**src/rtl/shift_reg_pkg.sv**
```systemverilog
// Shared constants for the serial link: default word length and bit-order selectors,
// used by the transmitter, this receiver and their testers.
package shift_reg_pkg;
    localparam int DEFAULT_WIDTH    = 8;
    localparam int ORDER_MSB_FIRST  = 1;
    localparam int ORDER_LSB_FIRST  = 0;
endpackage

```
**src/rtl/shift_reg_rx_if.sv**
```systemverilog
// Serial-side and consumer-side signals of the serial-in / parallel-out receiver.
interface shift_reg_rx_if
    import shift_reg_pkg::*;
#(
    parameter int WIDTH = DEFAULT_WIDTH
) ();
    localparam int CW = $clog2(WIDTH);

    logic          shift;
    logic          sin;
    logic          sync;
    logic          rd;
    logic          clrOvr;
    logic [WIDTH-1:0] dataOut;
    logic          valid;
    logic          overrun;
    logic [CW-1:0] bitCnt;

    // Handshake: a word is transferred on any rising edge where valid=1 and rd=1;
    // rd while valid=0 is ignored, and valid never drops without that transfer.
    modport master (
        output shift, sin, sync, rd, clrOvr,
        input  dataOut, valid, overrun, bitCnt
    );

    modport slave (
        input  shift, sin, sync, rd, clrOvr,
        output dataOut, valid, overrun, bitCnt
    );
endinterface

```
**src/rtl/shift_reg_rx_cnt.sv**
```systemverilog
// Modulo-WIDTH bit counter: clears on clr, advances on en, pulses wrap on the last bit.
module shift_reg_rx_cnt
    import shift_reg_pkg::*;
#(
    parameter int WIDTH = DEFAULT_WIDTH,
    parameter int CW    = $clog2(WIDTH)
) (
    input  logic          clk,
    input  logic          reset_L,
    input  logic          clr,
    input  logic          en,
    output logic [CW-1:0] cnt,
    output logic          wrap
);
    logic [CW-1:0] cnt_q;
    logic [CW-1:0] cnt_d;
    logic          at_last;

    assign at_last = (cnt_q == CW'(WIDTH - 1));

    always_comb begin
        cnt_d = cnt_q;
        wrap  = 1'b0;
        if (clr) begin
            cnt_d = '0;
        end else if (en) begin
            if (at_last) begin
                cnt_d = '0;
                wrap  = 1'b1;
            end else begin
                cnt_d = cnt_q + 1'b1;
            end
        end
    end

    always_ff @(posedge clk or negedge reset_L) begin
        if (!reset_L) cnt_q <= '0;
        else          cnt_q <= cnt_d;
    end

    assign cnt = cnt_q;
endmodule

```
**src/rtl/shift_reg_rx.sv**
```systemverilog
// Serial-in, parallel-out receiver: assembles WIDTH-bit words from sin and hands them
// to the consumer through a single holding register with sticky overrun.
module shift_reg_rx
    import shift_reg_pkg::*;
#(
    parameter int WIDTH     = DEFAULT_WIDTH,
    parameter int MSB_FIRST = ORDER_MSB_FIRST
) (
    input  logic           clk,
    input  logic           reset_L,
    shift_reg_rx_if.slave  bus
);
    localparam int CW = $clog2(WIDTH);

    logic [WIDTH-1:0] shreg_q, shreg_d;
    logic [WIDTH-1:0] data_q,  data_d;
    logic             valid_q, valid_d;
    logic             ovr_q,   ovr_d;
    logic [CW-1:0]    cnt;
    logic             wrap;
    logic [WIDTH-1:0] assembled;

    shift_reg_rx_cnt #(.WIDTH(WIDTH), .CW(CW)) u_cnt (
        .clk     (clk),
        .reset_L (reset_L),
        .clr     (bus.sync),
        .en      (bus.shift),
        .cnt     (cnt),
        .wrap    (wrap)
    );

    // The completed word includes the bit sampled on the completing edge.
    assign assembled = (MSB_FIRST != 0) ? {shreg_q[WIDTH-2:0], bus.sin}
                                        : {bus.sin, shreg_q[WIDTH-1:1]};

    always_comb begin
        shreg_d = shreg_q;
        data_d  = data_q;
        valid_d = valid_q;
        ovr_d   = ovr_q;

        if (bus.sync) begin
            shreg_d = '0;
        end else if (bus.shift) begin
            shreg_d = wrap ? '0 : assembled;
        end

        if (valid_q && bus.rd) valid_d = 1'b0;
        if (bus.clrOvr)        ovr_d   = 1'b0;

        // A new word always wins; it only counts as overrun if the old one was not taken.
        if (wrap) begin
            data_d  = assembled;
            valid_d = 1'b1;
            if (valid_q && !bus.rd) ovr_d = 1'b1;
        end
    end

    always_ff @(posedge clk or negedge reset_L) begin
        if (!reset_L) begin
            shreg_q <= '0;
            data_q  <= '0;
            valid_q <= 1'b0;
            ovr_q   <= 1'b0;
        end else begin
            shreg_q <= shreg_d;
            data_q  <= data_d;
            valid_q <= valid_d;
            ovr_q   <= ovr_d;
        end
    end

    assign bus.dataOut = data_q;
    assign bus.valid   = valid_q;
    assign bus.overrun = ovr_q;
    assign bus.bitCnt  = cnt;
endmodule

```
**src/flat_wrapper.sv**
```systemverilog
// flat-port wrapper written by rule: the top's interface ports become plain ports
module shift_reg_rx_flat import shift_reg_pkg::*;
#(
    parameter int WIDTH     = DEFAULT_WIDTH,
    parameter int MSB_FIRST = ORDER_MSB_FIRST
)
  (clk, reset_L, bus_shift, bus_sin, bus_sync, bus_rd, bus_clrOvr, bus_dataOut, bus_valid, bus_overrun, bus_bitCnt);
  shift_reg_rx_if #(.WIDTH(WIDTH)) bus_i ();
  input  logic clk;
  input  logic reset_L;
  input wire logic [$bits(bus_i.shift)-1:0] bus_shift;
  input wire logic [$bits(bus_i.sin)-1:0] bus_sin;
  input wire logic [$bits(bus_i.sync)-1:0] bus_sync;
  input wire logic [$bits(bus_i.rd)-1:0] bus_rd;
  input wire logic [$bits(bus_i.clrOvr)-1:0] bus_clrOvr;
  output wire logic [$bits(bus_i.dataOut)-1:0] bus_dataOut;
  output wire logic [$bits(bus_i.valid)-1:0] bus_valid;
  output wire logic [$bits(bus_i.overrun)-1:0] bus_overrun;
  output wire logic [$bits(bus_i.bitCnt)-1:0] bus_bitCnt;
  assign bus_i.shift = bus_shift;
  assign bus_i.sin = bus_sin;
  assign bus_i.sync = bus_sync;
  assign bus_i.rd = bus_rd;
  assign bus_i.clrOvr = bus_clrOvr;
  assign bus_dataOut = bus_i.dataOut;
  assign bus_valid = bus_i.valid;
  assign bus_overrun = bus_i.overrun;
  assign bus_bitCnt = bus_i.bitCnt;
  shift_reg_rx #(.WIDTH(WIDTH), .MSB_FIRST(MSB_FIRST)) u_core (.clk(clk), .reset_L(reset_L), .bus(bus_i));
endmodule
```
**config.mk**
```make
export PLATFORM = sky130hd
export DESIGN_NAME = shift_reg_rx_flat
export DESIGN_NICKNAME = d
export VERILOG_FILES = /design/src/rtl/shift_reg_pkg.sv /design/src/rtl/shift_reg_rx_if.sv /design/src/rtl/shift_reg_rx_cnt.sv /design/src/rtl/shift_reg_rx.sv /design/src/flat_wrapper.sv
export SDC_FILE = /design/constraint.sdc
export NUM_CORES = 1
export LEC_CHECK = 0
export CORE_MARGIN = 10
export CORE_UTILIZATION = 23
export DETAILED_ROUTE_END_ITERATION = 8
export PLACE_DENSITY = 0.53
export SETUP_SLACK_MARGIN = 0.02
export SKIP_LAST_GASP = 1
export SYNTH_ARGS = -nofsm -noshare
export SYNTH_HDL_FRONTEND = slang
export SYNTH_SLANG_ARGS = --single-unit
```
**constraint.sdc**
```tcl
create_clock -name clk -period 1.8 [get_ports clk]
set_clock_uncertainty 0.05 [all_clocks]
set_input_delay 0.45 -clock clk [delete_from_list [all_inputs] [get_ports clk]]
set_output_delay 0.45 -clock clk [all_outputs]
set_load 0.005 [all_outputs]
```
# Word level (Yosys, flattened, before mapping)
# Cells that the tools add are included.
# word_totals
ff_bits	20
in_bits	7
output_inout_bits	13
wordCells	26
# op_classes
add_sub_neg	1
n_eq_ne	1
muxes	14
n_reduce_logical	5
# ops
cell	count
$mux 7	3
$mux 3	3
$mux 1	8
$reduce_bool 2->1	2
$add 3x1->3 const B	1
$eq 3x3->1 const B	1
$logic_and 1x1->1	2
$logic_not 1->1	1

# Logic depth before layout (Yosys ltp)
# logic_depth
ltp_word	7
mapped_depth	5
ltp_nobuf	4

# Hierarchy
# A second synthesis with hierarchy kept.
# unflattened
cells_unflattened	58
hier_area_um2	828.3
# by_module_without_submodules
module	instances	cells_per_inst	area_per_inst_um2	seq_area_each_um2
shift_reg_rx	1	44	669.4	425.4
shift_reg_rx_cnt	1	14	158.9	75.1

# Least setup slack after synthesis
# OpenSTA, ideal clock, no wires.
# synth_path
kind	reg2reg
from	register u_core.u_cnt.cnt_q[0], in the netlist u_core.u_cnt.cnt[0]
to	register u_core.data_q[0], in the netlist u_core.bus.dataOut[0]
setup_time_ns	0.125
arrival_time_ns	1.385
required_time_ns	1.625
slack_ns	0.240
path_stages_with_launch	6
n_path_buf	1
period_less_slack_ns	1.560
cell_sequence	dfrtp_1 -> ha_1 -> ha_1 -> nand3b_1 -> buf_6 -> mux2_4
# synth_via
elab_chain_cells	4
# synth_lines
item	line_no	rtl
from (decl)	shift_reg_rx_cnt.sv:15	logic [CW-1:0] cnt_q;
from (signal assigned)	shift_reg_rx_cnt.sv:38	else cnt_q <= cnt_d;
$eq 3x3->1	shift_reg_rx_cnt.sv:19	assign at_last = (cnt_q == CW'(WIDTH - 1));
$mux 1	shift_reg_rx_cnt.sv:27	if (at_last) begin
$mux 1	shift_reg_rx_cnt.sv:26	end else if (en) begin
$mux 1	shift_reg_rx_cnt.sv:24	if (clr) begin
to (signal assigned)	shift_reg_rx.sv:67	data_q <= data_d;
to (decl)	shift_reg_rx.sv:16	logic [WIDTH-1:0] data_q, data_d;
# No other way between the ends.
# A chain may end at the register's enable or synchronous reset.

# Worst setup path in the final report
# layout_path
from	register u_core.u_cnt.cnt_q[0], in the netlist u_core.u_cnt.cnt[0]
to	output bus_bitCnt[0]
# layout_lines
item	line_no	rtl
to (decl)	flat_wrapper.sv:19	output wire logic [$bits(bus_i.bitCnt)-1:0] bus_bitCnt;
# No word-level cell between the ends.

==> impl_metrics.ini <==
[routing]
wl_met1_um = 846
top_layer = met4
drtPass1Iterations = 4
drt-initial-drc-count = 34
routedWlPerCell_um = 13.00
wl_met2_um = 773
ant_nets = 0
met3_length_um = 212
drc = 0
vias = 588
vias_per_cell = 4.141
totalWireLength_um = 1846

[setup_path]
cp_data_required_time_ps = 1300
r2r-end = u_core.u_cnt.cnt[0]
cpLargestDelayFamily = buffers and inverters
slowest_stage = clkdlybuf4s50_1
reg2reg_depth = 5
path_cells = clkdlybuf4s50_1
path_buf_inv = 1
startpoint_type = flop
cp.arrival_ps = 1190
r2r_slack_ps = 190
critical_path_class = reg2out
crit_fanout = 4
r2r_start = u_core.u_cnt.cnt[0]
end_kind = output port
slowest_delay_ps = 540

[clock_network]
htree_levels = 1
cts_resized = 0
cts_num_sinks = 20
path_clk_slew_ps = 70
cts_tree = built
insertion_delay_ps = 260
cts_buffers = 3
post-cts-setup-buffers = 0
clockBufferDepth = 2
postCtsHoldBufs = 0
cts_root_buf = clkbuf_8

[timing]
max_clock_freq_mhz = 590.8
worst_slew_pin_slew_ps = 257.5
maxSlewViolCount = 0
setup_slack_ps = 107.3
finalCriticalPeriod_ps = 1693
relSlewSlack_pct = 82.83
timing.hold.ws_ps = 463.1
setup_viol = 0
fin_crit_sh_pct = 94.04
fin_tns_setup_ps = 0
final-hold-violation-count = 0
rsz0062_at_grt = no

[min_path]
worstHoldPathCells = 2
min_from = u_core.bus.valid
hold_class = reg2reg
min_to = u_core.bus.valid

[finish]
finalNonFillerCells = 142
fin_nets = 104
fin_util_pct = 33.38
syn_to_final_growth_pct = 39.57
num-fill-cells = 393
final_area_um2 = 1231
drive_above_1_share_pct = 20.21
num_antenna_cells = 0

[placed_design]
port_buffers = 19
place_area_um2 = 1160
dpl.hpwl_um = 1356
dp.cells = 138
gp_congestion = 0.7007
pre_cts_ws_ps = 79.43

[grt]
grt_pass1_vias = 694
grt_pass1_wl_um = 3360
track_usage_pct = 6.426
overflow = 0
grt_antenna_before_repair = 0
grt_start_max_net_pins = 21

[logic_synthesis]
yosys.area.top_type_share_pct = 56.74
synth_commonest_cells = dfrtp_1, nand2b_1, a21oi_1, nand3b_1, mux2_4
synth_edf_count = 0
synth.most_common_cell = dfrtp_1
yosys_warnings = 0
yosysUniqueCellTypes = 15
synth_area_per_cell_um2 = 12.97
ys.flop_type = dfrtp_1
netlist.top_cell.by_area = dfrtp_1
synth_area_um2 = 882.1
synth-seq-cells = 20
postSynth.asyncResetShare_pct = 100.0
synth_cells = 68
syn-num-nets = 77
synth.area.top_cells = dfrtp_1, mux2_4, nand3b_1, nand2b_1, a21oi_1
ys_seq_area_share_pct = 56.74

[die]
die_h_um = 81.93
fp-row-count = 22
coreArea_um2 = 3689
die-width_um = 81.93
start_util_pct = 23.91
die_area_um2 = 6713
ios = 20

[run_status]
status = finished clean

[power]
p_per_area_nw_per_um2 = 787.1
total_power_mw = 0.9691
p_leak_nw = 0.5630
vdd_drop_max_v = 0.0003589

[flow_run]
cap_violations = 0
cell usage in the layout, fill, tap and decap left out, drive strengths merged, types with 2 or more instances in the layout:
master / Yosys / layout
a21oi: 9 / 9
clkbuf: 1 / 3
dfrtp: 20 / 20
buf: 3 / 7
clkdlybuf4s50: 0 / 19
nand2b: 10 / 10
mux2: 8 / 8
ha: 2 / 2
nand3b: 9 / 9
per-layer routing:
metal | vias to the layer above | track usage (%)
met5 | - | 0
met1 | 281 | 7.570
met3 | 4 | 3.930
met2 | 18 | 9.483
li1 | 285 | -
met4 | 0 | 2.041
power by group:
group	internal (mW)	switching, mW	total (mW)
clock	0.297	0.152	0.449
combinational	0.0331	0.0266	0.0597
sequential	0.455	0.00545	0.460
logic make-up after synthesis:
group	share of synthesized area (%)
buf+inv	3.262
mux	14.75
compound gates	5.816
flops	56.74
simple gates	16.59
fa+ha+maj	2.836
layout make-up:
class | count | area (um2) | area share, %
clock buffers | 3 | 41.29 | 3.354
well taps | 48 | 60.06 | 4.878
repair buffers | 26 | 242.7 | 19.72
inverters | 1 | 3.754 | 0.3049
clock inverters | 1 | 30.03 | 2.439
flip-flops and latches | 20 | 500.5 | 40.65
multi-input cells | 43 | 352.8 | 28.66
state kept, by name, indices dropped and copies added (netlist names):
register / cells
u_core.bus.dataOut: 8
u_core.u_cnt.cnt: 3
u_core.bus.valid: 1
u_core.shreg_q: 7
u_core.bus.overrun: 1
worst max-delay path by stage:
stage | startpoint | endpoint | slack (ps) | depth (start not counted)
2_1_floorplan | u_core.u_cnt.cnt[0] | u_core.bus.dataOut[0] | 240 | 5
3_3_place_gp | bus_shift | u_core.bus.dataOut[3] | 110 | 4
3_5_place_dp | bus_shift | u_core.bus.dataOut[0] | 80 | 4
4_1_cts | u_core.u_cnt.cnt[0] | bus_bitCnt[0] | 80 | 1
5_1_grt | u_core.u_cnt.cnt[0] | bus_bitCnt[0] | 40 | 1
6_report | u_core.u_cnt.cnt[0] | bus_bitCnt[0] | 110 | 1
tightest hold or removal path: stages, from the launching register on:
cell	delay [ps]
dfrtp_1	340
nand2b_1	80
nand2_1	70
Note: power is estimated with default switching activity, not from simulation.
